**src/rtl/multicycle_control_fsm.sv**
```systemverilog
`default_nettype none
// ============================================================================
// Module   : multicycle_control_fsm
// Purpose  : Main sequencing controller of the multi-cycle RISC core. Steps
//            each instruction through fetch / decode / execute / memory /
//            write-back, stalls on the memory ready handshake, sequences the
//            stack operations (CALL/RET/PUSH/POP) and traps illegal opcodes
//            and memory timeouts into a sticky FAULT state.
// Ports    : clk, reset (sync, active-high)
//            opcode     - instruction opcode from IR
//            alu_zero   - ALU result == 0 (same cycle)
//            alu_neg    - ALU result sign bit
//            mem_ready  - memory completes the current access this cycle
//            pc_write/pc_src, ir_write, reg_write/wb_sel, alu_src_b, alu_op,
//            mem_read/mem_write/mem_addr_sel/mem_data_sel, sp_write/sp_dir
//                       - datapath control
//            state      - current state (debug), fault - sticky trap flag
// Revision : 1.0 - initial release
// ============================================================================
module multicycle_control_fsm #(
  parameter int MAX_WAIT = 16,
  parameter int OPCODE_W = 6
) (
  input  logic                clk,
  input  logic                reset,
  input  logic [OPCODE_W-1:0] opcode,
  input  logic                alu_zero,
  input  logic                alu_neg,
  input  logic                mem_ready,
  output logic                pc_write,
  output logic [1:0]          pc_src,
  output logic                ir_write,
  output logic                reg_write,
  output logic [1:0]          wb_sel,
  output logic                alu_src_b,
  output logic [1:0]          alu_op,
  output logic                mem_read,
  output logic                mem_write,
  output logic [1:0]          mem_addr_sel,
  output logic                mem_data_sel,
  output logic                sp_write,
  output logic                sp_dir,
  output logic [3:0]          state,
  output logic                fault
);

  // Wait counter only ever holds 0 .. MAX_WAIT-1.
  localparam int CW = (MAX_WAIT > 2) ? $clog2(MAX_WAIT) : 1;

  localparam logic [OPCODE_W-1:0] OP_AND   = OPCODE_W'(0);
  localparam logic [OPCODE_W-1:0] OP_ADD   = OPCODE_W'(1);
  localparam logic [OPCODE_W-1:0] OP_SUB   = OPCODE_W'(2);
  localparam logic [OPCODE_W-1:0] OP_ANDI  = OPCODE_W'(3);
  localparam logic [OPCODE_W-1:0] OP_ADDI  = OPCODE_W'(4);
  localparam logic [OPCODE_W-1:0] OP_LWPOI = OPCODE_W'(6);
  localparam logic [OPCODE_W-1:0] OP_SW    = OPCODE_W'(7);
  localparam logic [OPCODE_W-1:0] OP_BGT   = OPCODE_W'(8);
  localparam logic [OPCODE_W-1:0] OP_BLT   = OPCODE_W'(9);
  localparam logic [OPCODE_W-1:0] OP_BEQ   = OPCODE_W'(10);
  localparam logic [OPCODE_W-1:0] OP_BNE   = OPCODE_W'(11);
  localparam logic [OPCODE_W-1:0] OP_JMP   = OPCODE_W'(12);
  localparam logic [OPCODE_W-1:0] OP_CALL  = OPCODE_W'(13);
  localparam logic [OPCODE_W-1:0] OP_RET   = OPCODE_W'(14);
  localparam logic [OPCODE_W-1:0] OP_PUSH  = OPCODE_W'(15);
  localparam logic [OPCODE_W-1:0] OP_POP   = OPCODE_W'(16);

  localparam logic [1:0] ALU_AND  = 2'b00;
  localparam logic [1:0] ALU_ADD  = 2'b01;
  localparam logic [1:0] ALU_SUB  = 2'b10;
  localparam logic [1:0] ALU_NONE = 2'b11;

  typedef enum logic [3:0] {
    S_FETCH   = 4'd0,
    S_DECODE  = 4'd1,
    S_EXEC_R  = 4'd2,
    S_EXEC_I  = 4'd3,
    S_ADDR    = 4'd4,
    S_MEM_RD  = 4'd5,
    S_MEM_WR  = 4'd6,
    S_WB_ALU  = 4'd7,
    S_WB_MEM  = 4'd8,
    S_WB_POI  = 4'd9,
    S_BRANCH  = 4'd10,
    S_PUSH    = 4'd11,
    S_POP_ADJ = 4'd12,
    S_POP_RD  = 4'd13,
    S_FAULT   = 4'd14
  } state_e;

  state_e        state_q, state_d;
  logic [CW-1:0] wait_cnt_q, wait_cnt_d;
  logic          w_wait_limit;
  logic          w_taken;

  // ALU select for the arithmetic opcodes (register and immediate forms).
  function automatic logic [1:0] alu_map(input logic [OPCODE_W-1:0] op);
    if (op == OP_AND || op == OP_ANDI)      alu_map = ALU_AND;
    else if (op == OP_ADD || op == OP_ADDI) alu_map = ALU_ADD;
    else if (op == OP_SUB)                  alu_map = ALU_SUB;
    else                                    alu_map = ALU_NONE;
  endfunction

  function automatic logic is_wait_state(input state_e s);
    is_wait_state = (s == S_FETCH) || (s == S_MEM_RD) || (s == S_MEM_WR) ||
                    (s == S_PUSH)  || (s == S_POP_RD);
  endfunction

  assign w_wait_limit = (wait_cnt_q == CW'(MAX_WAIT - 1));

  always_comb begin
    case (opcode)
      OP_BGT:  w_taken = !alu_zero && !alu_neg;
      OP_BLT:  w_taken = alu_neg;
      OP_BEQ:  w_taken = alu_zero;
      OP_BNE:  w_taken = !alu_zero;
      default: w_taken = 1'b0;
    endcase
  end

  always_ff @(posedge clk) begin
    if (reset) begin
      state_q    <= S_FETCH;
      wait_cnt_q <= '0;
    end else begin
      state_q    <= state_d;
      wait_cnt_q <= wait_cnt_d;
    end
  end

  always_comb begin
    state_d      = state_q;
    pc_write     = 1'b0;
    pc_src       = 2'd0;
    ir_write     = 1'b0;
    reg_write    = 1'b0;
    wb_sel       = 2'd0;
    alu_src_b    = 1'b0;
    alu_op       = ALU_NONE;
    mem_read     = 1'b0;
    mem_write    = 1'b0;
    mem_addr_sel = 2'd0;
    mem_data_sel = 1'b0;
    sp_write     = 1'b0;
    sp_dir       = 1'b0;
    fault        = 1'b0;

    // Reset overrides the decoded outputs so an in-flight access is aborted
    // without any architectural write in the reset cycle.
    if (!reset) begin
      case (state_q)
        S_FETCH: begin
          mem_read = 1'b1;
          if (mem_ready) begin
            ir_write = 1'b1;
            pc_write = 1'b1;
            state_d  = S_DECODE;
          end else if (w_wait_limit) begin
            state_d = S_FAULT;
          end
        end
        S_DECODE: begin
          if (opcode <= OP_SUB)       state_d = S_EXEC_R;
          else if (opcode <= OP_ADDI) state_d = S_EXEC_I;
          else if (opcode <= OP_SW)   state_d = S_ADDR;
          else if (opcode <= OP_BNE)  state_d = S_BRANCH;
          else if (opcode == OP_JMP) begin
            pc_write = 1'b1;
            pc_src   = 2'd2;
            state_d  = S_FETCH;
          end
          else if (opcode == OP_CALL || opcode == OP_PUSH) state_d = S_PUSH;
          else if (opcode == OP_RET  || opcode == OP_POP)  state_d = S_POP_ADJ;
          else state_d = S_FAULT;
        end
        S_EXEC_R: begin
          alu_op  = alu_map(opcode);
          state_d = S_WB_ALU;
        end
        S_EXEC_I: begin
          alu_src_b = 1'b1;
          alu_op    = alu_map(opcode);
          state_d   = S_WB_ALU;
        end
        S_WB_ALU: begin
          reg_write = 1'b1;
          state_d   = S_FETCH;
        end
        S_ADDR: begin
          alu_src_b = 1'b1;
          alu_op    = ALU_ADD;
          state_d   = (opcode == OP_SW) ? S_MEM_WR : S_MEM_RD;
        end
        S_MEM_RD: begin
          mem_read     = 1'b1;
          mem_addr_sel = 2'd1;
          if (mem_ready)         state_d = S_WB_MEM;
          else if (w_wait_limit) state_d = S_FAULT;
        end
        S_WB_MEM: begin
          reg_write = 1'b1;
          wb_sel    = 2'd1;
          state_d   = (opcode == OP_LWPOI) ? S_WB_POI : S_FETCH;
        end
        S_WB_POI: begin
          reg_write = 1'b1;
          wb_sel    = 2'd2;
          state_d   = S_FETCH;
        end
        S_MEM_WR: begin
          mem_write    = 1'b1;
          mem_addr_sel = 2'd1;
          if (mem_ready)         state_d = S_FETCH;
          else if (w_wait_limit) state_d = S_FAULT;
        end
        S_BRANCH: begin
          alu_op = ALU_SUB;
          if (w_taken) begin
            pc_write = 1'b1;
            pc_src   = 2'd1;
          end
          state_d = S_FETCH;
        end
        S_PUSH: begin
          // CALL pushes the return address; PUSH pushes register B.
          mem_write    = 1'b1;
          mem_addr_sel = 2'd2;
          mem_data_sel = (opcode == OP_CALL);
          if (mem_ready) begin
            sp_write = 1'b1;
            if (opcode == OP_CALL) begin
              pc_write = 1'b1;
              pc_src   = 2'd2;
            end
            state_d = S_FETCH;
          end else if (w_wait_limit) begin
            state_d = S_FAULT;
          end
        end
        S_POP_ADJ: begin
          sp_write = 1'b1;
          sp_dir   = 1'b1;
          state_d  = S_POP_RD;
        end
        S_POP_RD: begin
          mem_read     = 1'b1;
          mem_addr_sel = 2'd2;
          if (mem_ready) begin
            if (opcode == OP_RET) begin
              pc_write = 1'b1;
              pc_src   = 2'd3;
            end else begin
              reg_write = 1'b1;
              wb_sel    = 2'd1;
            end
            state_d = S_FETCH;
          end else if (w_wait_limit) begin
            state_d = S_FAULT;
          end
        end
        S_FAULT: begin
          fault   = 1'b1;
          state_d = S_FAULT;
        end
        default: state_d = S_FAULT;
      endcase
    end
  end

  // The counter only survives while a wait state stalls in place; any state
  // change (including entry into a wait state) starts it again from zero.
  always_comb begin
    if (is_wait_state(state_q) && (state_d == state_q)) wait_cnt_d = wait_cnt_q + CW'(1);
    else                                                 wait_cnt_d = '0;
  end

  assign state = state_q;

endmodule
`default_nettype wire

```
**config.mk**
```make
export PLATFORM = sky130hd
export DESIGN_NAME = multicycle_control_fsm
export DESIGN_NICKNAME = d
export VERILOG_FILES = /design/src/rtl/multicycle_control_fsm.sv
export SDC_FILE = /design/constraint.sdc
export NUM_CORES = 1
export LEC_CHECK = 0
export CAP_MARGIN = 20
export CORE_AREA = 8 8 77 79
export DETAILED_ROUTE_END_ITERATION = 10
export DIE_AREA = 0 0 85 87
export GPL_ROUTABILITY_DRIVEN = 0
export PLACE_DENSITY = 0.44
export SLEW_MARGIN = 20
export SYNTH_ARGS = -nofsm -noshare
export SYNTH_HDL_FRONTEND = slang
export SYNTH_SLANG_ARGS = --single-unit
```
**constraint.sdc**
```tcl
create_clock -name clk -period 2.4 [get_ports clk]
set_clock_uncertainty 0.1 [all_clocks]
set_input_delay 0.6 -clock clk [delete_from_list [all_inputs] [get_ports clk]]
set_output_delay 0.6 -clock clk [all_outputs]
set_load 0.02 [all_outputs]
```
### Word-level counts from Yosys, hierarchy flattened

Index checks and enable logic that the tools add are counted.

| operators by class | value |
|---|---|
| add/subtract/negate cells | 1 |
| $lt $le $gt $ge | 4 |
| eq/ne operators | 31 |
| multiplexer cells | 72 |
| bitwise operators | 1 |
| reductions and logical operators | 24 |

Operator list:

| cell | number |
|---|---|
| 6-bit by 4-bit equality test with 1-bit output, second input constant | 8 |
| 4-bit 2-to-1 mux | 11 |
| 4-bit one-hot mux with 9 select lines | 1 |
| 1-bit 2-to-1 mux | 34 |
| 2-bit 2-to-1 mux | 17 |
| 4-bit equality test, second input constant | 8 |
| 6-bit by 3-bit equality test with 1-bit output, second input constant | 3 |
| 4-bit by 3-bit equality test with 1-bit output, second input constant | 4 |
| 6-bit by 2-bit equality test with 1-bit output, second input constant | 2 |
| 6-bit by 3-bit less-or-equal comparator with 1-bit output, second input constant | 2 |
| 2-bit one-hot mux with 3 select lines | 2 |
| 2-bit OR reduction | 6 |
| 3-bit OR reduction | 4 |
| 4-bit by 2-bit equality test with 1-bit output, second input constant | 2 |
| 1-bit logical OR | 8 |
| 2-bit one-hot mux with 4 select lines | 1 |
| 6-bit by 1-bit equality test with 1-bit output, second input constant | 1 |
| 6-bit by 5-bit equality test with 1-bit output, second input constant | 1 |
| 6-bit by 2-bit less-or-equal comparator with 1-bit output, second input constant | 1 |
| 6-bit by 4-bit less-or-equal comparator with 1-bit output, second input constant | 1 |
| 6-bit logical NOT | 1 |
| 1-bit one-hot mux with 5 select lines | 1 |
| 4-bit by 1-bit adder with 4-bit output, second input constant | 1 |
| 4-bit by 1-bit equality test with 1-bit output, second input constant | 1 |
| other kinds (9) | 12 |

| word-level totals | value |
|---|---|
| flip-flop bits (word level) | 8 |
| input port bits | 11 |

### Longest topological paths before layout

Gate-level depths: netlist (run 1).

| logic depth | value |
|---|---|
| depth after elaboration | 15 |
| depth in mapped cells | 8 |
| gate-level depth less buffers | 7 |

### Least setup slack after synthesis (run 1)

OpenSTA, ideal clock, no wires.

| timing path | value |
|---|---|
| path kind | input to output |
| start point | in opcode[1] |
| end point | out pc_write |
| arrival | 2.026 ns |
| data required time | 1.700 ns |
| path slack | -0.326 ns |
| stages on the path | 5 |
| buffers on the path | 1 |
| path through | clkbuf_1 -> or3_1 -> nor3_1 -> a21oi_1 -> a311oi_1 |

| between the ends | value |
|---|---|
| longest elaborated chain between the ends | 8 |

RTL lines:

| what | line | text |
|---|---|---|
| start, declared | 26 | `input logic [OPCODE_W-1:0] opcode,` |
| parallel branches: the longest is 6 deep, another holds 6-bit by 4-bit less-or-equal comparator with 1-bit output | n/a |  |
| 1-bit one-hot mux with 5 select lines (*) | 150 | `case (state_q)` |
| 1-bit 2-to-1 mux (*) | 149 | `if (!reset) begin` |
| end, declared | 30 | `output logic pc_write,` |

Mark *: on every way between the ends.

### Final worst setup path (run 1)

| timing path | value |
|---|---|
| start point | in opcode[2] |
| end point | out pc_write |

Same word-level chain as after synthesis.

==> results.cfg, run 1 <==
[grt]
grt_usage_pct = 12.8
grt_use_met2_pct = 22.2
gr-usage-met3_pct = 1.98
grt_pass1_wl_um = 7820
overflow = 0
grt_pass1_vias = 1595
grt_max_degree = 16
use_met1_pct = 15.9
gr-max-usage-layer = met2
antenna_found_initial = 0

[worst_setup_path]
cp-end-kind = output port
critPathBufInv = 2
required_ns = 1.70
worstRegToRegCells = 9
crit_path_top_delay_cell = or3_4
path_delay_family = simple AND/OR/NAND/NOR gates
crit_path_cell_trace = buf_6, nand2_2, or3_4, nor3_4, a21oi_2, a311oi_2, buf_4
cp.arrival_ns = 1.76
r2r-end = wait_cnt_q[3]$_SDFF_PP0_
worstSetupPathType = input port to output port
r2r_start = state[2]$_SDFF_PP0_
cp_max_fo = 3
slowest_delay_ns = 0.39
regToRegSetupSlack_ns = 0.18
critPathLaunchType = input port

[sta]
rsz0062_at_grt = true
tightest_slew_ns = 0.543
setup_slack_ns = -0.0600
slew-limit-headroom_pct = 63.4
max_freq_mhz = 407
post-route-min-period_ns = 2.46
maxSlewViolCount = 0
period_share_pct = 103
setup_viol = 1
hold_viol_final = 0

[drt]
viasPerCell = 5.15
vias = 1628
drt_drc_violations_left = 0
wl_per_cell_um = 15.0
dr.pass1.iters = 4
drt_wl_total_um = 4750
antenna_left = 0
initialDrtViolationCount = 112

[logic_synthesis]
synth-main-ff-cell = dfxtp_1
syn_area_sq_mm = 0.00112
synthCells = 174
synth_area_per_cell_sq_um = 6.46
ys_seq_area_share_pct = 14.2
syn_nets = 186
yosysWarnings = 0
synth_edf_count = 0
synth_seq_cells = 8
synth_async_sr_flop_share_pct = 0
synth_cell_types = 46

[cts]
path_clk_slew_ns = 0.04
clk_latency_ns = 0.23
cts.path.max_buffers = 2
clock_sinks = 8
ctsHoldBuffers = 0
cts_root_buffer = clkbuf_8
numCtsBuffers = 3
cts-htree-levels = 1
cts_tree = built

[status]
violations = negative setup slack
outcome = complete, but fails checks

[pwr]
power.density_mw_per_mm2 = 678
peakVddDrop_mv = 0.233
p_leak_nw = 0.929

[placed_design]
dp_slack_ns = -0.954
dp_hpwl_um = 3760
dpl_cell_area_sq_mm = 0.00192
portBuffers = 32

[finish]
diodes = 0
nets = 274
final_common_cell = buf_4
layout-drive-gt1-share_pct = 46.5
stdcell_area_sq_mm = 0.00211
fin_util_pct = 43.4
multi_input_area_sq_um = 998
syn2layout_area_growth_pct = 87.2
fillCellCount = 512
regArea_sq_um = 165
final_cell_mix = buf_4, nand2_1, a21oi_1, nor2_1, buf_6

[run]
maxCapViolations = 0

[floorplan]
start_util_pct = 23.2
num_rows = 26
io_pins = 33
core_sq_mm = 0.00485
die_x_um = 85
design.die.area_sq_mm = 0.00740
die_h_um = 87

[worst_hold_path]
hp-class = flip-flop to flip-flop
hold_start = wait_cnt_q[0]$_SDFF_PP0_
whs_path_depth = 1
hold_end = wait_cnt_q[0]$_SDFF_PP0_
==> repair_timing <==
action | in CTS | in global routing
endpoints found under the setup margin | 22 | 19
hold endpoints to repair | 0 | 0
buffers inserted | 7 | 0
pin swaps | 14 | 12
resized for setup | 112 | 33
==> worst register-to-register path, delay by kind of cell, from the launching register on <==
family                 cells  cell delay [ns]
AO/OA/AOI/OAI              1             0.23
XOR/XNOR                   1             0.19
buffers and inverters      3             0.44
flip-flops                 1             0.44
AND/OR/NAND/NOR            4             0.73
==> metal layers <==
layer  part of all wire (%)  vias up
met2                     50       39
met4                    1.2        0
met3                    4.8        6
met5                      0        -
li1                       -      817
met1                     44      766
==> power by group <==
group          leakage (nW)  total (mW)  switching (mW)  internal, mW
Combinational         0.840        1.06           0.551         0.506
Clock                0.0216       0.159          0.0510         0.108
Sequential           0.0667       0.212          0.0455         0.166
==> state kept, by name (all words and copies together), names as in the netlist <==
register / cells
state: 4
wait_cnt_q: 4
==> synth_stat cells, types with 3 or more instances <==
| library cell | n | area [sq um] |
|---|---|---|
| o211ai_1 | 3 | 22.5 |
| nand3_1 | 5 | 25.0 |
| a21oi_1 | 17 | 85.1 |
| buf_2 | 8 | 40.0 |
| nor2_1 | 15 | 56.3 |
| nand4_1 | 3 | 18.8 |
| inv_1 | 7 | 26.3 |
| dfxtp_1 | 8 | 160 |
| o21ai_0 | 15 | 75.1 |
| a31oi_1 | 3 | 18.8 |
| clkbuf_1 | 3 | 11.3 |
| nor3_1 | 11 | 55.1 |
| or3_1 | 3 | 18.8 |
| nand2_1 | 19 | 71.3 |
| nor4_1 | 6 | 37.5 |
| and3_1 | 4 | 25.0 |
| nor2b_1 | 7 | 43.8 |
| nand2b_1 | 3 | 18.8 |
| a211oi_1 | 3 | 22.5 |
==> layout make-up <==
type / count / share of cell area, %
multi-input combinational: 145 / 47.4
inverter: 7 / 1.25
timing repair buffer: 97 / 38.2
clock buffer: 3 / 1.96
tap: 56 / 3.33
sequential: 8 / 7.84
==> worst max path at each step <==
stage	from	endpoint	slack (ns)	cells past startpoint
finish	opcode[2]	pc_write	-0.06	7
global route	opcode[1]	pc_write	-0.13	6
global placement	opcode[0]	pc_write	-0.93	7
detailed placement	opcode[1]	pc_write	-0.95	8
CTS	opcode[2]	pc_write	-0.14	7
floorplan	opcode[1]	pc_write	-0.08	5
==> per-stage QoR <==
stage               total power, mW  instances  hold WS, ns  TNS (ns)
floorplan                     0.706        174        0.333   -0.0804
global placement               1.21        307        0.337    -11.87
CTS                            1.40        316        0.367    -0.180
finish                         1.43        316        0.369   -0.0600
global route                   1.54        316        0.398    -0.190
detailed placement             1.22        307        0.362    -12.27
==> kinds of logic (layout without fill, tap and decap cells) <==
| kind of cell | after synthesis | after routing | synth area share (%) |
|---|---|---|---|
| adder cells (fa/ha/maj) | 1 | 1 | 1.11 |
| AND/OR/NAND/NOR | 87 | 87 | 43.4 |
| XOR/XNOR | 3 | 3 | 2.34 |
| AO/OA/AOI/OAI | 53 | 53 | 29.5 |
| flip-flops | 8 | 8 | 14.2 |
| multiplexers | 1 | 1 | 0.890 |
| buffers and inverters | 21 | 107 | 8.57 |
(Power assumes the default switching activity.)
==> run 2: changes to the inputs <==
- CORE_AREA: 8 8 77 79 -> 8 8 59 61
- DIE_AREA: 0 0 85 87 -> 0 0 67 69
- PLACE_DENSITY: 0.44 -> 0.73
- SLEW_MARGIN: 20 -> 15
==> results.cfg, run 2 (synthesis results as in run 1) <==
[finish]
final_common_cell = buf_4
fin_util_pct = 78.9
layout-drive-gt1-share_pct = 47.9
final_cell_mix = buf_4, o21ai_0, nand2_1, a21oi_1, nor2_1
stdcell_count = 288
syn2layout_area_growth_pct = 83.5
nets = 271
stdcell_area_sq_mm = 0.00206
diodes = 0

[sta]
tightest_slew_ns = 0.550
post-route-min-period_ns = 2.48
max_freq_mhz = 404
rsz0062_at_grt = true
hold_slack_ns = 0.382
tns_ns = -0.256
maxSlewViolCount = 0
hold_viol_final = 0
slew-limit-headroom_pct = 62.9
setup_viol = 4
period_share_pct = 103
setup_slack_ns = -0.0775

[grt]
grt_pass1_vias = 1619
antenna_found_initial = 0
grt_usage_pct = 18.8
grt_pass1_wl_um = 7320
grt_max_degree = 18
overflow = 0

[worst_setup_path]
worstSetupPathType = input port to output port
cp.arrival_ns = 1.78
crit_path_top_delay_cell = clkdlybuf4s15_1
crit_path_cell_trace = clkdlybuf4s15_1, inv_1, mux2i_1, a21oi_2, a21oi_2, buf_4, nor2b_1, buf_4
slowest_delay_ns = 0.27
cp_max_fo = 3
regToRegSetupSlack_ns = 0.17
critPathLaunchType = input port
required_ns = 1.70
cp-end-kind = output port
critPathBufInv = 4
path_delay_family = buffers and inverters

[cts]
cts-htree-levels = 1
clock_sinks = 8
cts.path.max_buffers = 2
path_clk_slew_ns = 0.05
cts_tree = built
numCtsBuffers = 3
clk_latency_ns = 0.25
cts_root_buffer = clkbuf_4

[floorplan]
num_rows = 19
start_util_pct = 43.0
design.die.area_sq_mm = 0.00462
die_x_um = 67
io_pins = 33
core_sq_mm = 0.00262
die_h_um = 69

[placed_design]
portBuffers = 32
dp_cells = 277
dp_hpwl_um = 3420
dp_slack_ns = -0.963
dpl_cell_area_sq_mm = 0.00184

[status]
outcome = complete, but fails checks
violations = negative setup slack

[worst_hold_path]
hp-class = flip-flop to flip-flop

[drt]
vias = 1751
wl_per_cell_um = 18.0
dr.pass1.iters = 5
viasPerCell = 6.08
initialDrtViolationCount = 130
drt_wl_total_um = 5190
drt_drc_violations_left = 0
antenna_left = 0

[pwr]
peakVddDrop_mv = 0.607
total_power_mw = 1.36
p_leak_nw = 0.896
power.density_mw_per_mm2 = 657

[run]
maxCapViolations = 0
-- run 2: changes by cell type in the layout (fill, tap and decap cells not counted), sizes merged --
cell and delta:
clkbuf -1, buf -5, clkdlybuf4s15 +5, dlygate4sd2 -3
dlymetal6s2s +1
-- run 2: worst paths after layout --
kind,from,to,depth (start not counted)
hold reg to reg,wait_cnt_q[0]$_SDFF_PP0_,wait_cnt_q[0]$_SDFF_PP0_,1
setup reg to reg,state[1]$_SDFF_PP0_,wait_cnt_q[2]$_SDFF_PP0_,9
hold / removal,wait_cnt_q[0]$_SDFF_PP0_,wait_cnt_q[0]$_SDFF_PP0_,1
setup / recovery,alu_zero,pc_src[0],8
-- run 2: routing by layer --
layer,part of all wire [%],global-route usage (%)
met5,0,0
met4,2.2,6.51
met3,6.0,3.23
met2,54,33.6
met1,37,21.2
-- run 2: timing repair --
action,CTS,global route
hold endpoints to repair,0,0
hold buffers,0,0
pin swaps,14,9
setup buffers,3,4
cloned,0,1
gates resized for setup,122,32
setup endpoints to repair,22,21
-- run 2: cell type report --
class	count	area, sq um
Clock buffer	3	22.5
Fill cell	173	551
Inverter	7	26.3
Multi-Input combinational cell	145	1020
Sequential cell	8	168
Tap cell	31	38.8
Timing Repair Buffer	94	787
-- run 2: where the power goes --
group          switching, mW  internal, mW
logic                  0.575         0.470
registers             0.0418         0.168
clock network         0.0455        0.0572
